File: src/rtl/video_timing.sv
// video_timing: 525-line raster generator, 704 px (mode 0) or 640 px (mode 1).
// The mode request is synchronised and then latched only at the frame wrap, so
// every frame is generated in one mode from start to end. The sync, blank and
// strobe outputs are decoded from the next-state counters so they line up with
// the registered hpos/vpos.
module video_timing (
  input  logic       clk,
  input  logic       reset,
  input  logic       video_mode,
  output logic       mode_active,
  output logic [9:0] hpos,
  output logic [9:0] vpos,
  output logic       hsync_n,
  output logic       vsync_n,
  output logic       blank,
  output logic       newline,
  output logic       newframe
);

  localparam logic [9:0] VACTIVE  = 10'd480;
  localparam logic [9:0] VS_START = 10'd490;
  localparam logic [9:0] VS_END   = 10'd491;
  localparam logic [9:0] VLAST    = 10'd524;

  logic       sync1_q, sync2_q;
  logic       mode_q, mode_d;
  logic [9:0] hpos_q, hpos_d;
  logic [9:0] vpos_q, vpos_d;
  logic       hsync_n_q, vsync_n_q, blank_q, newline_q, newframe_q;
  logic       hsync_n_d, vsync_n_d, blank_d, newline_d, newframe_d;

  logic [9:0] hlast_cur;
  logic [9:0] hlast_nxt, hact_nxt, hs_start_nxt, hs_end_nxt;
  logic       hwrap, fwrap;

  // Two-flop synchroniser for the asynchronous mode request.
  always_ff @(posedge clk) begin
    if (reset) begin
      sync1_q <= 1'b0;
      sync2_q <= 1'b0;
    end else begin
      sync1_q <= video_mode;
      sync2_q <= sync1_q;
    end
  end

  // Counter advance and mode adoption at the frame wrap.
  always_comb begin
    hlast_cur = mode_q ? 10'd799 : 10'd909;
    hwrap     = (hpos_q == hlast_cur);
    fwrap     = hwrap && (vpos_q == VLAST);
    hpos_d    = hwrap ? 10'd0 : hpos_q + 10'd1;
    vpos_d    = vpos_q;
    if (hwrap) vpos_d = (vpos_q == VLAST) ? 10'd0 : vpos_q + 10'd1;
    mode_d    = fwrap ? sync2_q : mode_q;
  end

  // Output decode from the next-state counters, using the mode they will run in.
  always_comb begin
    hlast_nxt    = mode_d ? 10'd799 : 10'd909;
    hact_nxt     = mode_d ? 10'd640 : 10'd704;
    hs_start_nxt = mode_d ? 10'd656 : 10'd756;
    hs_end_nxt   = mode_d ? 10'd751 : 10'd863;
    hsync_n_d    = !((hpos_d >= hs_start_nxt) && (hpos_d <= hs_end_nxt));
    vsync_n_d    = !((vpos_d >= VS_START) && (vpos_d <= VS_END));
    blank_d      = (hpos_d >= hact_nxt) || (vpos_d >= VACTIVE);
    newline_d    = (hpos_d == hlast_nxt);
    newframe_d   = newline_d && (vpos_d == VLAST);
  end

  // Counter, mode and output registers.
  always_ff @(posedge clk) begin
    if (reset) begin
      hpos_q     <= 10'd0;
      vpos_q     <= 10'd0;
      mode_q     <= 1'b0;
      hsync_n_q  <= 1'b1;
      vsync_n_q  <= 1'b1;
      blank_q    <= 1'b0;
      newline_q  <= 1'b0;
      newframe_q <= 1'b0;
    end else begin
      hpos_q     <= hpos_d;
      vpos_q     <= vpos_d;
      mode_q     <= mode_d;
      hsync_n_q  <= hsync_n_d;
      vsync_n_q  <= vsync_n_d;
      blank_q    <= blank_d;
      newline_q  <= newline_d;
      newframe_q <= newframe_d;
    end
  end

  assign mode_active = mode_q;
  assign hpos        = hpos_q;
  assign vpos        = vpos_q;
  assign hsync_n     = hsync_n_q;
  assign vsync_n     = vsync_n_q;
  assign blank       = blank_q;
  assign newline     = newline_q;
  assign newframe    = newframe_q;

endmodule
File: config.mk
export PLATFORM = sky130hd
export DESIGN_NAME = video_timing
export DESIGN_NICKNAME = d
export VERILOG_FILES = /design/src/rtl/video_timing.sv
export SDC_FILE = /design/constraint.sdc
export NUM_CORES = 1
export LEC_CHECK = 0
export BUFFER_PORTS_ARGS = -buffer_cell sky130_fd_sc_hd__buf_2
export CORE_MARGIN = 3
export CORE_UTILIZATION = 45
export CTS_CLUSTER_SIZE = 40
export DETAILED_ROUTE_END_ITERATION = 7
export PLACE_DENSITY = 0.66
export RECOVER_POWER = 100
export SYNTH_ARGS = -nofsm -noshare
export SYNTH_HDL_FRONTEND = slang
export SYNTH_SLANG_ARGS = --single-unit
export TNS_END_PERCENT = 30
File: constraint.sdc
create_clock -name clk -period 4.1 [get_ports clk]
set_input_delay 0.82 -clock clk [delete_from_list [all_inputs] [get_ports clk]]
set_output_delay 0.82 -clock clk [all_outputs]
set_load 0.01 [all_outputs]
# Yosys cells after proc, flatten, opt, wreduce, memory -nomap -nowiden
# Cells that the tools add are included.
# word_totals
output_inout_bits,26
in_bits,3
ff_bits,28
wordCells,38
# op_classes
n_lt_le_gt_ge,6
n_reduce_logical,7
mux,9
addsub,2
n_eq_ne,4
# ops
operator,count
$mux W10,3
$add A10 B1 Y10 const B,2
$eq A10 B10 Y1,2
$eq A10 B10 Y1 const B,2
$ge A10 B10 Y1,2
$ge A10 B9 Y1 const B,2
$mux W8,2
$mux W7,2
$le A10 B10 Y1,1
$le A10 B9 Y1 const B,1
$mux W9,1
$logic_and A1 B1 Y1,4
$logic_not A1 Y1,2
$logic_or A1 B1 Y1,1
$mux W1,1

# Logic depth before layout (Yosys ltp)
# Gate-level depths: netlist of the first run.
# logic_depth
word_depth,8
depth_mapped,14
depth_no_buf,13

# Least setup slack after synthesis of the first run
# No wires, ideal clock.
# synth_timing
path_kind,reg-to-reg
startpoint,reg hpos_q[4] (netlist: hpos[4])
endpoint,reg newframe_q (netlist: newframe)
stages_incl_launch_ff,13
arrival_time_ps,3268
required_time_ps,4040
path_buffers,3
slack_ps,771
setup_ps,60
synth_period_minus_slack_ps,3329
cell_sequence,dfxtp_1 > buf_6 > and4b_1 > o211a_4 > clkbuf_1 > buf_2 > nand2_1 > mux2i_1 > inv_1 > ha_1 > or4_4 > nor4_4 > o2111a_1
# synth_between
elab_chain_cells,6
word_cells_on_any_way,10
classes_between,add/sub (1); eq/ne (3); mux (4); reduce/logical (2)
# synth_rtl
element,line,text
from (decl),27,"logic [9:0] hpos_q, hpos_d;"
from (signal assigned),83,hpos_q <= hpos_d;
$eq A10 B10 Y1,50,hwrap = (hpos_q == hlast_cur);
$logic_and A1 B1 Y1,51,fwrap = hwrap && (vpos_q == VLAST);
$mux W1,55,mode_d = fwrap ? sync2_q : mode_q;
via mode_d,26,"logic mode_q, mode_d;"
$mux W8,60,hlast_nxt = mode_d ? 10'd799 : 10'd909;
$eq A10 B10 Y1,67,newline_d = (hpos_d == hlast_nxt);
$logic_and A1 B1 Y1,68,newframe_d = newline_d && (vpos_d == VLAST);
to (signal assigned),90,newframe_q <= newframe_d;
to (decl),29,"logic hsync_n_q, vsync_n_q, blank_q, newline_q, newframe_q;"
# The timed path passes the listed nets, and every way through them passes these cells.
# A chain may end at the register's enable or synchronous reset.

# Worst setup path after layout of the first run
# layout_timing
startpoint,reg vpos_q[5] (netlist: vpos[5])
endpoint,reg newframe_q (netlist: newframe)
# layout_between
elab_chain_cells,6
word_cells_on_any_way,10
classes_between,add/sub (1); eq/ne (3); mux (4); reduce/logical (2)
# layout_rtl
element,line,text
from (decl),28,"logic [9:0] vpos_q, vpos_d;"
from (signal assigned),84,vpos_q <= vpos_d;
$eq A10 B10 Y1,51,
$logic_and A1 B1 Y1,51,
$mux W1,55,
via mode_d,26,
$mux W8,60,
$eq A10 B10 Y1,67,
$logic_and A1 B1 Y1,68,
# The timed path passes the listed nets, and every way through them passes these cells.

==> summary.md, run 1 <==
| Metric | Value |
|---|---|
| Status | `complete, no violations` |
| Overall power | `0.4535 mW` |
| Routed Antenna Nets | `0` |
| Commonest non-fill, non-tap cell in the layout | `dfxtp_1` |
| TritonCTS buffer count | `3` |
| Die footprint | `4644 µm²` |
| Share of cells above drive strength 1 | `7.175%` |
| Grt total ovfl | `0` |
| Main combinational cell family by area after synthesis | `simple AND/OR/NAND/NOR gates` |
| Rows | `21` |
| Leakage Power | `0.7645 nW` |
| Arr. time, crit path | `3840 ps` |
| Post-Syn Area per Cell | `8.646 µm²` |
| FF+latch count, synth | `28` |
| Area grow syn2layout | `8.063%` |
| Asr flop ratio synth | `0%` |
| Post-DP HPWL | `3.169 mm` |
| Fin crit share | `88.34%` |
| Fin. Hold Viols | `0` |
| Tot GR Track Use | `19.43%` |
| Synth Warn # | `0` |
| Worst Max-Slew Pin Slew | `992.2 ps` |
| Design area | `1878 µm²` |
| Via count | `1619` |
| Global-route wire length before repair | `6.920 mm` |
| Number of fill cells in the layout | `361` |
| Cell family with the largest share of critical-path delay | `simple AND/OR/NAND/NOR gates` |
| Die W | `68.15 µm` |
| Post-synthesis compound-gate area fraction | `18.43%` |
| Cell Chain, Critical Path | `or4_1 -> nor3_2 -> nand2_1 -> mux2i_1 -> inv_1 -> ha_1 -> or4_4 -> nor4_1 -> o2111a_1` |
| Highest-count cells in the layout ignoring fill and taps | `dfxtp_1, clkbuf_1, nor2_1` |
| CTS Buffer Depth | `2` |
| Crit path max fanout | `8` |
| Cell Pwr Density | `241.5 nW/µm²` |
| H-tree depth | `1` |
| Worst setup EP type | `flop` |
| Setup crit start kind | `flop` |
| Via-per-instance ratio | `6.019` |
| Port bufs | `28` |
| Inserted Diodes | `0` |
| Syn Inst Count | `201` |
| Post-synthesis xor/xnor area fraction | `4.536%` |
| Slew Viols, Final | `0` |
| Multi-input logic area | `1079 µm²` |
| Root Buffer | `clkbuf_8` |
| Clock latency on the worst-skew pair | `270 ps` |
| CP required | `4320 ps` |
| Number of synthesized flops with an enable pin | `0` |
| Max stage delay on crit path | `590 ps` |
| Post-CTS sizing | `0` |
| DRT Wirelength | `4.245 mm` |
| Number of I/O pins | `29` |
| Setup violations, final | `0` |
| Clock Skew | `3.029 ps` |
| Synthesized Nets | `215` |
| Max rail drop VDD | `0.0001801 V` |
| Final WS setup | `478.0 ps` |
| Dpl ws | `591.5 ps` |
| Reg area | `560.5 µm²` |
| Initial core utilization | `49.36%` |
| # clock sinks | `28` |
| Share of the synthesized area in the top cell type | `32.25%` |
| DRT iter0 DRCs | `171` |
| Synth area leaders | `dfxtp_1, ha_1, nor2_1` |
| Adder-Cell Fraction of Synth Area | `7.919%` |
| Wire per inst | `15.78 µm` |
| Final layout net count | `239` |
| Clock-pin slew on the worst setup and hold paths | `90 ps` |
| Core Util, Final | `53.34%` |
| Post-CTS setup buffer count | `0` |
| TritonRoute pass-1 iters | `5` |
| Post-synthesis mux area share | `0.5760%` |
| Slew HR | `33.56%` |
| Number of global-route vias before repair | `1416` |
| Simple-Gate Fraction of Synth Area | `31.46%` |
| Fin crit period | `3622 ps` |
| Worst Hold Class | `flop to flop` |
| Hold Buf Count CTS | `0` |
| CTS tree | `done` |
| Largest net degree at the start of global routing | `25` |
| Max_cap viols | `0` |
| Fmax achieved | `276.1 MHz` |
| Critical path type | `flop to flop` |
| Die Y-Extent | `68.15 µm` |
| Final setup TNS | `0 ps` |
| RSZ-0062 raised after global routing | `false` |
| Initial antenna violation count | `0` |
| Seq/Total Area, Yosys | `32.25%` |
| Buffers and inverters on the worst path | `1` |
| Residual DRC | `0` |
| Placer Congestion | `0.9312` |
| Synth Flop Type | `dfxtp_1` |
| Placed Area | `1886 µm²` |
| Netlist Area Pre-Place | `1738 µm²` |
| Critical path's slowest cell | `or4_1` |
| Core footprint | `3521 µm²` |
| Unique masters post-synth | `55` |
| Synth area leader | `dfxtp_1` |
through the flow:
stage / instances / hold WS (ps)
after floorplan: 201 / 413.8
final: 269 / 458.8
after detailed placement: 266 / 443.9
after global placement: 266 / 436.5
after global routing: 269 / 472.5
after CTS: 269 / 463.0
synthesized netlist by cell type (4+ instances only):
master and count:
inv_1 9, xor2_1 4, nor2_1 22, nand2_1 12
nor3_1 5, nor2b_1 6, or4_1 4, dfxtp_1 28
o21ai_0 6, and3_1 6, nand3_1 5, a21oi_1 11
nand4_1 4, buf_2 4, xnor2_1 5, and4_1 4
ha_1 11
area by class of cell:
cell class,instances,area share (%)
multi-input combinational,155,57.43
clock buffer,3,2.199
inverter,9,1.799
tap,46,3.065
sequential,28,29.85
timing repair buffer,28,5.663
worst paths after layout:
| kind | endpoint | from | depth (start not counted) | slack (ps) |
|---|---|---|---|---|
| setup / recovery | newframe | vpos[5] | 9 | 480 |
| hold / removal | sync2_q | sync1_q | 1 | 460 |
| setup reg to reg | newframe | vpos[5] | 9 | 480 |
| hold reg to reg | sync2_q | sync1_q | 1 | 460 |
worst register-to-register path, delay by kind of cell, from the launching register on:
family	cells	cell delay (ps)
flops	1	360
buf+inv	1	210
mux	1	420
fa+ha+maj	1	340
compound gates	1	230
simple gates	5	2000
flip-flops by register name, indices dropped and copies added, names as in the netlist:
name         cells
blank            1
hpos            10
hsync_n          1
mode_active      1
newframe         1
newline          1
sync1_q          1
sync2_q          1
vpos            10
vsync_n          1
where the power goes:
group | internal, mW | leakage (nW) | switching, mW | total (mW)
logic | 0.0106 | 0.516 | 0.0155 | 0.0260
clock network | 0.0660 | 0.0216 | 0.0803 | 0.146
registers | 0.275 | 0.227 | 0.00609 | 0.281
metal layers:
layer	vias up	track usage, %	routed length (µm)
met5	-	0	0
met4	0	2.481	18
met3	5	4.762	366
met2	64	27.92	1748
met1	764	29.65	2111
li1	786	-	-
cells by family after synthesis:
family	Yosys count
DFF	28
adders and majority gates	11
buffers and inverters	18
AOI/OAI and AO/OA	46
muxes	1
and+or+nand+nor	88
xor gates and xnor gates	9
No activity file was read; power rests on OpenSTA's default activity.
==> run 2: changes to the inputs <==
--- a/config.mk
+++ b/config.mk
@@ -10,6 +10,7 @@
 export CORE_UTILIZATION = 45
 export CTS_CLUSTER_SIZE = 40
 export DETAILED_ROUTE_END_ITERATION = 7
+export GPL_TIMING_DRIVEN = 0
 export PLACE_DENSITY = 0.66
 export RECOVER_POWER = 100
 export SYNTH_ARGS = -nofsm -noshare
==> run 2 against run 1 <==
  * Sequential share of layout area shrank 1.3 points
  * Flip-flop and latch count unchanged
  * Worst hold slack lost 1.5 ps
  * First-iteration DRC count shrank 19%
  * Register-to-register slack lost 50 ps
  * Wire length is 0.49% higher
  * Final area increased by 4.6%
  * Fmax is 1.5% lower
==> summary.md, run 2 (synthesis results as in run 1) <==
| Metric | Value |
|---|---|
| Status | `complete, no violations` |
| Crit path max fanout | `8 (unchanged)` |
| Slew Viols, Final | `0 (unchanged)` |
| Overall power | `0.5244 mW (+16%)` |
| Max rail drop VDD | `0.0001387 V (-23%)` |
| Psw | `0.1076 mW (+5.7%)` |
| Placer Congestion | `0.8410 (-9.7%)` |
| Register-to-register setup slack | `420 ps (-50 ps)` |
| Combinational Power Share | `5.2% (-0.5 points)` |
| Switching Share | `20.52% (-1.9 points)` |
| DRT Wirelength | `4.266 mm (+0.49%)` |
| CP required | `4310 ps (about the same)` |
| Via-per-instance ratio | `5.795 (-3.7%)` |
| H-tree depth | `1 (unchanged)` |
| Area grow syn2layout | `13.03%` |
| Rows | `21 (unchanged)` |
| Initial core utilization | `49.36% (unchanged)` |
| Clock-pin slew on the worst setup and hold paths | `100 ps (about the same)` |
| Hold slack | `457.2 ps (-1.536 ps)` |
| Number of global-route vias before repair | `1461 (+3.2%)` |
| Clock power frac | `41.3% (+9.0 points)` |
| Fmax achieved | `272.0 MHz (-1.5%)` |
| Via count | `1611 (-0.49%)` |
| Critical path type | `flop to flop` |
| Clock Skew | `2.888 ps (-0.1406 ps)` |
| Worst Hold Class | `flop to flop` |
| Max stage delay on crit path | `600 ps (about the same)` |
| Root Buffer | `clkbuf_8` |
| Setup violations, final | `0 (unchanged)` |
| Dpl ws | `184.7 ps (-406.8 ps)` |
| Worst setup EP type | `flop` |
| Arr. time, crit path | `3880 ps (+40 ps)` |
| RSZ-0062 raised after global routing | `false` |
| Routed Antenna Nets | `0 (unchanged)` |
| Number of fill cells in the layout | `346 (-4.2%)` |
| Global-route wire length before repair | `6.975 mm (+0.79%)` |
| Slew HR | `66.09% (+33 points)` |
| Hold Buf Count CTS | `0 (unchanged)` |
| Cell family with the largest share of critical-path delay | `simple AND/OR/NAND/NOR gates` |
| # clock sinks | `28 (unchanged)` |
| Buffers and inverters on the worst path | `1 (unchanged)` |
| Fin crit period | `3676 ps (+54.08 ps)` |
| Setup crit start kind | `flop` |
| Initial antenna violation count | `0 (unchanged)` |
| Largest net degree at the start of global routing | `17 (-32%)` |
| Residual DRC | `0 (unchanged)` |
| Critical path's slowest cell | `or4_1` |
| Leakage Power | `0.8031 nW (+5.0%)` |
| CTS Buffer Depth | `2 (unchanged)` |
| TritonCTS buffer count | `3 (unchanged)` |
| Cell Int Power | `0.4168 mW (+19%)` |
| Clock latency on the worst-skew pair | `270 ps (about the same)` |
| Fin crit share | `89.66% (+1.3 points)` |
| Max_cap viols | `0 (unchanged)` |
| Port bufs | `28 (unchanged)` |
| Cell Pwr Density | `267.0 nW/µm² (+11%)` |
| Tot GR Track Use | `19.63% (+0.20 points)` |
| Final WS setup | `424.0 ps (-54.08 ps)` |
| Sequential power share | `53.5% (-8.5 points)` |
| DRT iter0 DRCs | `139 (-19%)` |
| Grt total ovfl | `0 (unchanged)` |
| TritonRoute pass-1 iters | `4 (-1)` |
| Worst Max-Slew Pin Slew | `505.9 ps (-486.3 ps)` |
| Core footprint | `3521 µm² (unchanged)` |
| Fin. Hold Viols | `0 (unchanged)` |
| Highest-count cells in the layout ignoring fill and taps | `clkbuf_1, dfxtp_1, nor2_1` |
| Number of I/O pins | `29 (unchanged)` |
| Commonest non-fill, non-tap cell in the layout | `clkbuf_1` |
| Share of cells above drive strength 1 | `9.483% (+2.3 points)` |
| Die Y-Extent | `68.15 µm (unchanged)` |
| Critical Path Most Common Cell | `or4_1` |
| Wire per inst | `15.35 µm (-2.8%)` |
| Die W | `68.15 µm (unchanged)` |
| Final setup TNS | `0 ps (unchanged)` |
| Post-DP HPWL | `3.147 mm (-0.70%)` |
| Cell Chain, Critical Path | `or4_1 -> nor3_2 -> nand2_1 -> mux2i_2 -> inv_1 -> ha_1 -> or4_1 -> nor4_4 -> o2111a_1` |
| Final layout net count | `247 (+3.3%)` |
| Die footprint | `4644 µm² (unchanged)` |
| Inserted Diodes | `0 (unchanged)` |
| CTS tree | `done` |
[run 2: changes by cell type in the layout (fill, tap and decap cells not counted)]
| cell | before | now |
|---|---|---|
| buf_2 | 1 | 4 |
| clkbuf_1 | 27 | 30 |
| a21oi_1 | 11 | 12 |
| a21oi_2 | 1 | 0 |
| buf_4 | 0 | 1 |
| buf_6 | 0 | 1 |
| bufinv_16 | 0 | 1 |
| mux2i_1 | 1 | 0 |
| mux2i_2 | 0 | 1 |
| nor4_1 | 1 | 0 |
| nor4_4 | 0 | 1 |
| or4_1 | 4 | 5 |
| or4_4 | 1 | 0 |
[run 2: layout make-up]
class	count	area, µm²	area share (%)
well taps	46	57.56	2.930
clock inverters	1	30.03	1.529
repair buffers	28	106.4	5.414
flip-flops and latches	28	560.5	28.54
plain buffers	8	45.04	2.293
inverters	9	33.78	1.720
multi-input cells	155	1090	55.48
clock buffers	3	41.29	2.102
[run 2: final timing paths]
path | start | to | depth (start not counted)
setup reg to reg | vpos[5] | newframe | 9
setup / recovery | vpos[5] | newframe | 9
hold reg to reg | sync1_q | sync2_q | 1
hold / removal | sync1_q | sync2_q | 1
[run 2: routing by layer]
layer | part of all wire (%) | vias up | track usage [%]
met5 | 0 | - | 0
met4 | 0.52 | 0 | 5.211
met3 | 7.5 | 2 | 2.956
met2 | 40 | 53 | 27.80
met1 | 52 | 744 | 30.32
li1 | - | 812 | -
[run 2: worst register-to-register path, delay by kind of cell (launching register included)]
kind	cells	cell delay, ps
flip-flops	1	360
multiplexers	1	390
buffers and inverters	1	180
AO/OA/AOI/OAI	1	260
AND/OR/NAND/NOR	5	2100
adder cells (fa/ha/maj)	1	320
[run 2: what timing repair did]
item | in CTS | in global routing
buffers inserted | 0 | 0
endpoints found under the setup margin | 0 | 1
endpoints found under the hold margin | 0 | 0
resized for setup | 0 | 1
[run 2: stage by stage]
step                      util, %  cell area (µm²)  instances
after floorplan                 -             1738        201
after global placement      54.98             1936        275
after detailed placement    54.98             1936        275
after CTS                   57.00             2007        279
after global routing        55.79             1964        278
final                       55.79             1964        278
[run 2: power groups by stage]
stage          registers, mW  clock network (mW)  logic (mW)
2_1_floorplan          0.287                   0      0.0177
3_3_place_gp           0.287                   0      0.0276
3_5_place_dp           0.287                   0      0.0276
4_1_cts                0.281               0.224      0.0277
5_1_grt                0.282               0.232      0.0310
6_report               0.281               0.217      0.0270
==> run 3: changes to the inputs <==
--- a/config.mk
+++ b/config.mk
@@ -5,7 +5,7 @@
 export SDC_FILE = /design/constraint.sdc
 export NUM_CORES = 1
 export LEC_CHECK = 0
-export BUFFER_PORTS_ARGS = -buffer_cell sky130_fd_sc_hd__buf_2
+export BUFFER_PORTS_ARGS = -buffer_cell sky130_fd_sc_hd__buf_4
 export CORE_MARGIN = 3
 export CORE_UTILIZATION = 45
 export CTS_CLUSTER_SIZE = 40
==> run 3 against run 2 <==
  * Combinational power is 3% higher
  * Final area is 1.0% lower
  * Worst hold slack better by 0.72 ps
  * Die area stayed put
  * Register-to-register slack worse by 160 ps
  * Power is 13% lower
  * Non-clock buffer count is 1 higher
  * Clock-buffer cell count stayed put
  * Core utilization is 0.57 points lower
  * Global-route usage is 1.1 points higher
  * Sequential power hardly changed
  * Largest power group unchanged
  * Highest routed layer unchanged
==> summary.md, run 3 (synthesis results as in run 1) <==
| Metric | Value |
|---|---|
| Worst setup EP type | `flop` |
| Post-DP HPWL | `3.312 mm (+5.3%)` |
| Grt total ovfl | `0 (unchanged)` |
| Initial antenna violation count | `0 (unchanged)` |
| Rows | `21 (unchanged)` |
| Combinational Power Share | `6.0% (+0.8 points)` |
| Hold Buf Count CTS | `0 (unchanged)` |
| Max rail drop VDD | `0.0001104 V (-20%)` |
| Cell Int Power | `0.3526 mW (-15%)` |
| Final layout net count | `248 (+0.40%)` |
| Fmax achieved | `260.8 MHz (-4.1%)` |
| Final WS setup | `266.3 ps (-157.6 ps)` |
| HP Start | `sync1_q` |
| Max_cap viols | `0 (unchanged)` |
| Highest-count cells in the layout ignoring fill and taps | `clkbuf_1, dfxtp_1, nor2_1` |
| Via-per-instance ratio | `5.838 (+0.74%)` |
| Slew Viols, Final | `0 (unchanged)` |
| Inserted Diodes | `0 (unchanged)` |
| Fin crit period | `3834 ps (+157.6 ps)` |
| Clock Skew | `1.216 ps (-1.672 ps)` |
| Switching Share | `23.15% (+2.6 points)` |
| Setup violations, final | `0 (unchanged)` |
| Die footprint | `4644 µm² (unchanged)` |
| Clock power frac | `32.7% (-8.6 points)` |
| Wire per inst | `15.67 µm (+2.1%)` |
| TritonCTS buffer count | `3 (unchanged)` |
| TritonRoute pass-1 iters | `4 (unchanged)` |
| Sequential power share | `61.2% (+7.7 points)` |
| Root Buffer | `clkbuf_8` |
| RSZ-0062 raised after global routing | `false` |
| Setup crit start kind | `flop` |
| Residual DRC | `0 (unchanged)` |
| Share of cells above drive strength 1 | `9.483% (unchanged)` |
| # clock sinks | `28 (unchanged)` |
| Largest net degree at the start of global routing | `15 (-2)` |
| Reg-to-reg startpoint | `mode_active` |
| Initial core utilization | `49.36% (unchanged)` |
| Critical path's slowest cell | `or4_4` |
| Final setup TNS | `0 ps (unchanged)` |
| Fin. Hold Viols | `0 (unchanged)` |
| Max stage delay on crit path | `530 ps (-70 ps)` |
| Placer Congestion | `0.8942 (+6.3%)` |
| Critical path type | `flop to flop` |
| Die Y-Extent | `68.15 µm (unchanged)` |
| Cell Chain, Critical Path | `and4b_1 -> o211a_4 -> clkbuf_1 -> buf_2 -> nand2_1 -> mux2i_2 -> inv_1 -> ha_1 -> or4_4 -> nor4_4 -> o2111a_1` |
| Port bufs | `28 (unchanged)` |
| Global-route wire length before repair | `7.272 mm (+4.3%)` |
| Core footprint | `3521 µm² (unchanged)` |
| Crit path from | `mode_active` |
| Cell Pwr Density | `236.0 nW/µm² (-12%)` |
| Number of I/O pins | `29 (unchanged)` |
| Die W | `68.15 µm (unchanged)` |
| Status | `complete, no violations` |
| Leakage Power | `0.7927 nW (-1.3%)` |
| Area grow syn2layout | `11.88%` |
| Overall power | `0.4589 mW (-13%)` |
| Via count | `1623 (+0.74%)` |
| Fin crit share | `93.50% (+3.8 points)` |
| Psw | `0.1062 mW (-1.3%)` |
| CTS tree | `done` |
| CP required | `4320 ps (about the same)` |
| CTS Buffer Depth | `2 (unchanged)` |
| Dpl ws | `246.7 ps (+62.02 ps)` |
| Worst Max-Slew Pin Slew | `501.7 ps (-4.243 ps)` |
| Tot GR Track Use | `20.72% (+1.1 points)` |
| Arr. time, crit path | `4050 ps (+170 ps)` |
| Number of fill cells in the layout | `373 (+7.8%)` |
| Routed Antenna Nets | `0 (unchanged)` |
| Slew HR | `66.37% (+0.28 points)` |
| Buffers and inverters on the worst path | `3 (+2)` |
| Crit path max fanout | `10 (+2)` |
| Cell family with the largest share of critical-path delay | `simple AND/OR/NAND/NOR gates` |
| H-tree depth | `1 (unchanged)` |
| Clock latency on the worst-skew pair | `280 ps (about the same)` |
| DRT iter0 DRCs | `141 (+1.4%)` |
| Number of global-route vias before repair | `1487 (+1.8%)` |
| Clock-pin slew on the worst setup and hold paths | `90 ps (about the same)` |
| Worst Hold Class | `flop to flop` |
| DRT Wirelength | `4.355 mm (+2.1%)` |
| Commonest non-fill, non-tap cell in the layout | `clkbuf_1` |
==> run 3: changes by cell type in the layout (fill, tap and decap cells not counted) <==
cell,delta
or4_1,-1
buf_2,-1
clkbuf_1,+1
or4_4,+1
buf_4,+1
bufinv_16,-1
==> run 3: stage by stage <==
| stage | util [%] | area, µm² | hold slack [ps] | instances |
|---|---|---|---|---|
| finish | 55.22 | 1944 | 458.0 | 278 |
| CTS | 58.14 | 2047 | 462.4 | 278 |
| detailed placement | 56.97 | 2006 | 445.5 | 275 |
| floorplan | - | 1738 | 413.8 | 201 |
| global placement | 56.97 | 2006 | 426.5 | 275 |
| global route | 55.22 | 1944 | 467.1 | 278 |
==> run 3: what timing repair did <==
| action | in CTS | in global routing |
|---|---|---|
| setup buffers | 0 | 0 |
| setup endpoints to repair | 0 | 1 |
| resized for setup | 0 | 1 |
==> run 3: worst reg2reg max path, cell delays in order (launching register included) <==
cell      delay [ps]
dfxtp_1          510
and4b_1          290
o211a_4          230
clkbuf_1         360
buf_2            310
nand2_1          120
mux2i_2          380
inv_1            170
ha_1             330
or4_4            530
nor4_4           290
o2111a_1         250
==> run 3: worst paths after layout <==
check,end,slack (ps),cells after the start
hold / removal,sync2_q,460,1
setup reg to reg,newframe,270,11
hold reg to reg,sync2_q,460,1
setup / recovery,newframe,270,11
==> run 3: layout make-up <==
cell class	count	area, µm²	share of cell area, %
flip-flops and latches	28	560.5	28.83
plain buffers	9	48.80	2.510
repair buffers	28	108.9	5.598
clock buffers	3	41.29	2.124
well taps	46	57.56	2.960
multi-input cells	155	1094	56.24
inverters	9	33.78	1.737
==> run 3: per-layer routing <==
| metal | track usage, % | share of wire [%] | up-vias |
|---|---|---|---|
| met5 | 0 | 0 | - |
| met2 | 29.48 | 41 | 58 |
| met4 | 6.948 | 1.4 | 0 |
| met1 | 31.54 | 51 | 754 |
| met3 | 2.791 | 7.0 | 7 |
| li1 | - | - | 804 |
==> run 3: power by group through the flow <==
stage	sequential [mW]	combinational, mW	clock [mW]
6_report	0.281	0.0277	0.150
5_1_grt	0.282	0.0317	0.165
4_1_cts	0.281	0.0300	0.156
3_5_place_dp	0.287	0.0297	0
3_3_place_gp	0.287	0.0291	0
2_1_floorplan	0.287	0.0177	0
